<file path="src/rtl/freq_meas_pkg.sv">
// Shared types and defaults for the reciprocal frequency-meter controller.
package freq_meas_pkg;

    typedef enum logic [1:0] {
        ST_IDLE      = 2'd0,
        ST_GATE      = 2'd1,
        ST_WAIT_DONE = 2'd2,
        ST_HOLD      = 2'd3
    } state_e;

    // Gate lengths in clk_fs cycles: 10 ms, 100 ms, 1 s, 10 s at 50 MHz.
    localparam logic [31:0] DEF_GATE_LEN [4] = '{
        32'd500_000,
        32'd5_000_000,
        32'd50_000_000,
        32'd500_000_000
    };

    localparam logic [31:0] DEF_TIMEOUT_CYC = 32'd100_000_000;

    // Timer preload for a gate: the timer counts len-1 down to 0, giving len cycles.
    function automatic logic [31:0] gate_load_val(
        input logic [1:0]  sel,
        input logic [31:0] len0,
        input logic [31:0] len1,
        input logic [31:0] len2,
        input logic [31:0] len3
    );
        logic [31:0] len;
        case (sel)
            2'd0:    len = len0;
            2'd1:    len = len1;
            2'd2:    len = len2;
            default: len = len3;
        endcase
        return len - 32'd1;
    endfunction

endpackage

</file>
<file path="src/rtl/freq_meas_timer.sv">
// 32-bit loadable down-counter with zero flag; stops at 0 instead of wrapping.
module freq_meas_timer (
    input  logic        clk_fs,
    input  logic        rst,
    input  logic        load,
    input  logic [31:0] load_val,
    input  logic        en,
    output logic        zero
);

    logic [31:0] cnt_q, cnt_d;

    // Load has priority over counting; counting holds at zero.
    always_comb begin
        cnt_d = cnt_q;
        if (load) begin
            cnt_d = load_val;
        end else if (en && (cnt_q != 32'd0)) begin
            cnt_d = cnt_q - 32'd1;
        end
    end

    // Counter register.
    always_ff @(posedge clk_fs or posedge rst) begin
        if (rst) begin
            cnt_q <= 32'd0;
        end else begin
            cnt_q <= cnt_d;
        end
    end

    assign zero = (cnt_q == 32'd0);

endmodule

</file>
<file path="src/rtl/freq_meas_ctrl.sv">
// Gate/timeout sequencer for a frequency-meter datapath with a valid/ready result port.
module freq_meas_ctrl
    import freq_meas_pkg::*;
#(
    parameter logic [31:0] GATE_LEN0   = DEF_GATE_LEN[0],
    parameter logic [31:0] GATE_LEN1   = DEF_GATE_LEN[1],
    parameter logic [31:0] GATE_LEN2   = DEF_GATE_LEN[2],
    parameter logic [31:0] GATE_LEN3   = DEF_GATE_LEN[3],
    parameter logic [31:0] TIMEOUT_CYC = DEF_TIMEOUT_CYC
) (
    input  logic        clk_fs,
    input  logic        rst,
    input  logic        start,
    input  logic        continuous,
    input  logic [1:0]  gate_sel,
    output logic        gate,
    input  logic        meas_done,
    input  logic [31:0] fs_cnt,
    input  logic [31:0] fx_cnt,
    input  logic [31:0] hi_cnt,
    output logic        busy,
    output logic        res_valid,
    input  logic        res_ready,
    output logic [31:0] res_fs,
    output logic [31:0] res_fx,
    output logic [31:0] res_hi,
    output logic        res_err
);

    state_e      state_q, state_d;

    logic        tmr_load;
    logic [31:0] tmr_load_val;
    logic        tmr_en;
    logic        tmr_zero;
    logic        cap_done;
    logic        cap_tmo;

    logic [31:0] res_fs_q, res_fx_q, res_hi_q;
    logic        res_err_q;

    // One timer serves both the gate window and the meas_done timeout.
    freq_meas_timer u_timer (
        .clk_fs   (clk_fs),
        .rst      (rst),
        .load     (tmr_load),
        .load_val (tmr_load_val),
        .en       (tmr_en),
        .zero     (tmr_zero)
    );

    // State register.
    always_ff @(posedge clk_fs or posedge rst) begin
        if (rst) begin
            state_q <= ST_IDLE;
        end else begin
            state_q <= state_d;
        end
    end

    // Next-state logic; start only matters in IDLE, meas_done only in WAIT_DONE.
    always_comb begin
        state_d = state_q;
        case (state_q)
            ST_IDLE: begin
                if (start || continuous) state_d = ST_GATE;
            end
            ST_GATE: begin
                if (tmr_zero) state_d = ST_WAIT_DONE;
            end
            ST_WAIT_DONE: begin
                if (meas_done || tmr_zero) state_d = ST_HOLD;
            end
            ST_HOLD: begin
                if (res_ready) state_d = continuous ? ST_GATE : ST_IDLE;
            end
            default: state_d = ST_IDLE;
        endcase
    end

    // Outputs and timer/capture controls; the gate_sel latch is the timer preload itself.
    always_comb begin
        gate         = (state_q == ST_GATE);
        busy         = (state_q != ST_IDLE);
        res_valid    = (state_q == ST_HOLD);
        tmr_load     = 1'b0;
        tmr_load_val = gate_load_val(gate_sel, GATE_LEN0, GATE_LEN1, GATE_LEN2, GATE_LEN3);
        tmr_en       = 1'b0;
        cap_done     = 1'b0;
        cap_tmo      = 1'b0;
        case (state_q)
            ST_IDLE: begin
                if (start || continuous) tmr_load = 1'b1;
            end
            ST_GATE: begin
                tmr_en = 1'b1;
                if (tmr_zero) begin
                    tmr_load     = 1'b1;
                    tmr_load_val = TIMEOUT_CYC - 32'd1;
                end
            end
            ST_WAIT_DONE: begin
                tmr_en = 1'b1;
                // meas_done wins over a coincident timeout.
                if (meas_done)     cap_done = 1'b1;
                else if (tmr_zero) cap_tmo  = 1'b1;
            end
            ST_HOLD: begin
                if (res_ready && continuous) tmr_load = 1'b1;
            end
            default: ;
        endcase
    end

    // Result registers; only written on leaving WAIT_DONE so they stay frozen in HOLD.
    always_ff @(posedge clk_fs or posedge rst) begin
        if (rst) begin
            res_fs_q  <= 32'd0;
            res_fx_q  <= 32'd0;
            res_hi_q  <= 32'd0;
            res_err_q <= 1'b0;
        end else if (cap_done) begin
            res_fs_q  <= fs_cnt;
            res_fx_q  <= fx_cnt;
            res_hi_q  <= hi_cnt;
            res_err_q <= (fx_cnt == 32'd0);
        end else if (cap_tmo) begin
            res_fs_q  <= 32'd0;
            res_fx_q  <= 32'd0;
            res_hi_q  <= 32'd0;
            res_err_q <= 1'b1;
        end
    end

    assign res_fs  = res_fs_q;
    assign res_fx  = res_fx_q;
    assign res_hi  = res_hi_q;
    assign res_err = res_err_q;

endmodule

</file>
<file path="config.mk">
export PLATFORM = sky130hd
export DESIGN_NAME = freq_meas_ctrl
export DESIGN_NICKNAME = d
export VERILOG_FILES = /design/src/rtl/freq_meas_pkg.sv /design/src/rtl/freq_meas_timer.sv /design/src/rtl/freq_meas_ctrl.sv
export SDC_FILE = /design/constraint.sdc
export NUM_CORES = 1
export LEC_CHECK = 0
export ABC_CLOCK_PERIOD_IN_PS = 7490
export CORE_ASPECT_RATIO = 0.75
export CORE_UTILIZATION = 40
export CTS_BUF_LIST = sky130_fd_sc_hd__clkbuf_16
export DETAILED_ROUTE_END_ITERATION = 7
export HOLD_SLACK_MARGIN = 0.05
export PLACE_DENSITY = 0.72
export RECOVER_POWER = 25
export REMOVE_ABC_BUFFERS = 1
export SETUP_SLACK_MARGIN = 0.3
export SKIP_CTS_REPAIR_TIMING = 1
export SYNTH_ARGS = -nofsm -noshare
export SYNTH_HDL_FRONTEND = slang
export SYNTH_SLANG_ARGS = --single-unit
</file>
<file path="constraint.sdc">
create_clock -name clk_fs -period 7.49 [get_ports clk_fs]
set_input_delay 2.247 -clock clk_fs [delete_from_list [all_inputs] [get_ports clk_fs]]
set_output_delay 2.247 -clock clk_fs [all_outputs]
set_load 0.01 [all_outputs]
</file>
# Word level (Yosys, flattened, before mapping)
# Index checks and enable logic that the tools add are counted.
dict set report totals {
  output_inout_bits 100
  in_bits 104
  regBits 131
  elab_cells 57
}
dict set report classes {
  addsub 2
  muxes 26
  n_reduce_logical 14
  n_eq_ne 9
}
# operator count
set op_table {}
lappend op_table {{$mux W32} 8}
lappend op_table {{$pmux W29 S3} 1}
lappend op_table {{$logic_not A32 Y1} 2}
lappend op_table {{$sub A32 B1 Y32 const B} 2}
lappend op_table {{$reduce_bool A32 Y1} 1}
lappend op_table {{$mux W1} 11}
lappend op_table {{$mux W2} 4}
lappend op_table {{$pmux W2 S4} 1}
lappend op_table {{$eq A2 B2 Y1 const B} 3}
lappend op_table {{$reduce_bool A2 Y1} 3}
lappend op_table {{$eq A2 B1 Y1 const B} 2}
lappend op_table {{$logic_not A2 Y1} 2}
lappend op_table {{$ne A2 B1 Y1 const B} 2}
lappend op_table {{$ne A2 B2 Y1 const B} 2}
lappend op_table {{$reduce_and A4 Y1} 1}
lappend op_table {{$pmux W1 S3} 1}
lappend op_table {{$logic_and A1 B1 Y1} 2}
lappend op_table {{$logic_or A1 B1 Y1} 2}
lappend op_table {{$reduce_or A2 Y1} 1}

# Longest topological paths before layout
dict set report depth {
  word_depth 6
  ltp_mapped 10
  ltp_nobuf 8
}

# Hierarchy
# Synthesis repeated with hierarchy kept, for this count alone.
dict set report unflattened {
  hier_cells 518
  area_unflattened_um2 6139.6
}
# module area_per_inst_um2 n_inst cells_each seq_area_each_um2
set by_module_without_submodules {}
lappend by_module_without_submodules {freq_meas_ctrl 3966.3 1 292 2477.4}
lappend by_module_without_submodules {freq_meas_timer 2173.3 1 226 800.8}

# Worst setup path after synthesis
# OpenSTA, ideal clock, no wires.
dict set report synth_timing {
  path_kind {input port to flip-flop}
  from {input port gate_sel[0]}
  to {register u_timer.cnt_q[15]}
  setup_time_ns 0.155
  n_path_buf 0
  slack_ns 3.852
  arrival_time_ns 3.484
  t_required_ns 7.335
  path_stages 5
  path_cell_list {inv_1 ha_1 or4b_2 o21ai_0 a22oi_1}
}
dict set report synth_between {
  elab_chain_len 6
  elab_cells_between_ends 8
  classes_between {add/sub (1); eq/ne (2); mux (4); reduce/logical (1)}
}
# item line
set synth_rtl {}
lappend synth_rtl {{from (decl)} freq_meas_ctrl.sv:15} ;# input logic [1:0] gate_sel,
lappend synth_rtl {{$eq A2 B2 Y1, or another cell as far along} freq_meas_pkg.sv:30} ;# case (sel)
lappend synth_rtl {{$pmux W29 S3 (*)} freq_meas_pkg.sv:30}
lappend synth_rtl {{$sub A32 B1 Y32 (*)} freq_meas_pkg.sv:36} ;# return len - 32'd1;
lappend synth_rtl {{$mux W32} freq_meas_ctrl.sv:97} ;# if (tmr_zero) begin
lappend synth_rtl {{$mux W32 (*)} freq_meas_ctrl.sv:91} ;# case (state_q)
lappend synth_rtl {{$mux W32 (*)} freq_meas_timer.sv:16} ;# if (load) begin
lappend synth_rtl {{to (signal assigned)} freq_meas_timer.sv:28} ;# cnt_q <= cnt_d;
lappend synth_rtl {{to (decl)} freq_meas_timer.sv:11} ;# logic [31:0] cnt_q, cnt_d;
# Every way passes the cells marked *; elsewhere a longest branch is shown, timed or not.
# A chain may end at the register's enable or synchronous reset.

==> out/qor.yml <==
detailed_routing:
  ant_nets: 0
  wl_per_cell_um: 20.3
  drt-pass1-iter-count: 4
  drc_errors: 0
  dr_total_vias: 5021
  drt_iter0_drc: 346
  totalWireLength_mm: 17.7
  vias_per_cell: 5.74
critical_path:
  crit_start: "rst"
  timing.rr.start: "u_timer.cnt_q[15]"
  cp-start-kind: "primary input"
  endpoint_kind: "async pin"
  path_class: "in -> async"
  crit_arrival_ps: 5450
  crit_end: "res_fx[10]"
  reg2regPathDepth: 6
  r2r_end: "u_timer.cnt_q[7]"
  required_ps: 7930
  cp_max_fo: 66
  reg2reg_slack_ps: 3930
grt:
  overflow: 0
  grt_pass1_wl_mm: 27.5
  grt_pass1_vias: 5033
  grt_max_degree: 98
  grt_antenna_before_repair: 0
  grt_usage_pct: 24.4
placement:
  place_area_um2: 7930
  port_buffers: 203
  gp_congestion: 0.895
  place.detailed.hpwl_mm: 12.7
timing:
  worst_slew_pin_slew_ps: 3010
  fmax_mhz: 200
  setup_viol: 0
  hold_slack_ps: 497
  max_slew_margin_pct: -102
  finalHoldViolations: 0
  timing.final.crit_period_ps: 5010
  finalSetupTns_ps: 0
  slew_violations: 67
  rsz0062_at_grt: "no"
  clock_skew_ps: 10.1
  post-route-period-util_pct: 66.9
hold_path:
  hp-class: "reg -> reg"
die:
  core_um2: 13900
  die_y_um: 106
  core.rowCount: 37
  initial_core_util_pct: 41.6
  ios: 204
  dieArea_um2: 14900
  die_x_um: 141
layout:
  fillers: 1097
  final_cell_mix: "179 x clkdlybuf4s50_1, 131 x dfrtp_1, 96 x a22o_1, 26 x nor4_1, 24 x dlygate4sd3_1"
  regArea_um2: 3280
  layout.nets: 807
  final_layout_size_suffix_gt1_share_pct: 6.57
  multi_input_area_um2: 2300
  antenna_cells: 0
  final_area_um2: 8520
  syn2layout_area_growth_pct: 47.6
  final_common_cell: "clkdlybuf4s50_1"
status:
  status: "finished, violations left"
  violations: "capacitance limit, slew limit"
cts:
  cts_sinks: 131
  clockBufferDepth: 2
  clk_latency_ps: 420
  clk_pin_slew_ps: 60
  root_buffer: "clkbuf_16"
  numCtsBuffers: 17
  h-tree-depth: 4
  cts_tree: "yes"
pwr:
  pwr_density_cell_nw_per_um2: 422
  ir_drop_mv: 0.186
  finalPower_mw: 3.59
  p_leak_nw: 3.54
synth:
  ys_warn_count: 0
  synth_cell_types: 47
  synthArstFlopShare_pct: 100
  seq_area_frac_synth_pct: 56.8
  synth_edf_count: 0
  ys_seq_elements: 131
  postSynthCellCount: 490
  syn_avg_cell_area_um2: 11.8
  ys.flop_type: "dfrtp_1"
  synthesis.area_um2: 5770
run:
  maxCapViolCount: 1
==> layer usage <==
layer | GRT usage, % | vias to the layer above | wire length, µm
met5 | 0 | - | 0
met4 | 10.1 | 0 | 460
met3 | 6.94 | 36 | 1190
met2 | 37.4 | 203 | 8200
met1 | 32.5 | 2512 | 7900
li1 | - | 2270 | -
==> how the worst min path moves through the flow <==
stage | startpoint | end | slack, ps | cells after the start
after floorplan | u_timer.cnt_q[7] | u_timer.cnt_q[7] | 480 | 1
after global placement | res_fx[10] | res_fx[10] | 490 | 1
after detailed placement | res_fs[15] | res_fs[15] | 490 | 1
after CTS | res_fx[25] | res_fx[25] | 510 | 1
after global routing | res_fs[15] | res_fs[15] | 510 | 1
final | res_fs[6] | res_fs[6] | 500 | 1
==> Yosys cell counts (10+ instances only) <==
cell type	number	area, µm²
nor3_1	13	65.1
dfrtp_1	131	3280
a21oi_1	11	55.1
o21ai_0	18	90.1
xnor2_1	17	149
ha_1	16	200
a22o_1	96	841
clkbuf_1	23	86.3
nand2_1	15	56.3
nor4_1	26	163
inv_1	16	60.1
or4_1	10	75.1
nor2_1	21	78.8
==> power breakdown <==
group          switching, mW  internal, mW
sequential             0.222          1.02
clock                  0.311         0.519
combinational          0.714         0.805
total                   1.25          2.35
==> metrics by stage <==
stage,std cells,setup slack [ps],utilization (%)
detailed placement,843,2890,57.1
floorplan,460,1750,-
CTS,875,3270,61.4
global placement,843,2920,57.1
global route,875,1900,61.3
finish,875,2480,61.3
==> state kept, by name, indices dropped and copies added (netlist names) <==
name	count
res_hi	32
res_fs	32
res_err	1
res_fx	32
state_q	2
u_timer.cnt_q	32
==> critical path: stages <==
cell and delay, ps:
dlygate4sd3_1 550, clkinvlp_2 1700, buf_4 890
==> area by class of cell <==
class,instances,share of cell area [%]
clock buffers,17,4.99
clock inverters,15,1.97
inverters,16,0.720
multi-input cells,313,27.0
flip-flops and latches,131,38.5
well taps,175,2.57
repair buffers,208,24.3
==> logic make-up after synthesis <==
| kind of cell | after synthesis | synth area share [%] |
|---|---|---|
| and+or+nand+nor | 116 | 11.2 |
| adders and majority gates | 16 | 3.47 |
| buffers and inverters | 46 | 3.53 |
| xor gates and xnor gates | 24 | 3.64 |
| AOI/OAI and AO/OA | 157 | 21.4 |
| DFF | 131 | 56.8 |
(Power assumes the default switching activity.)
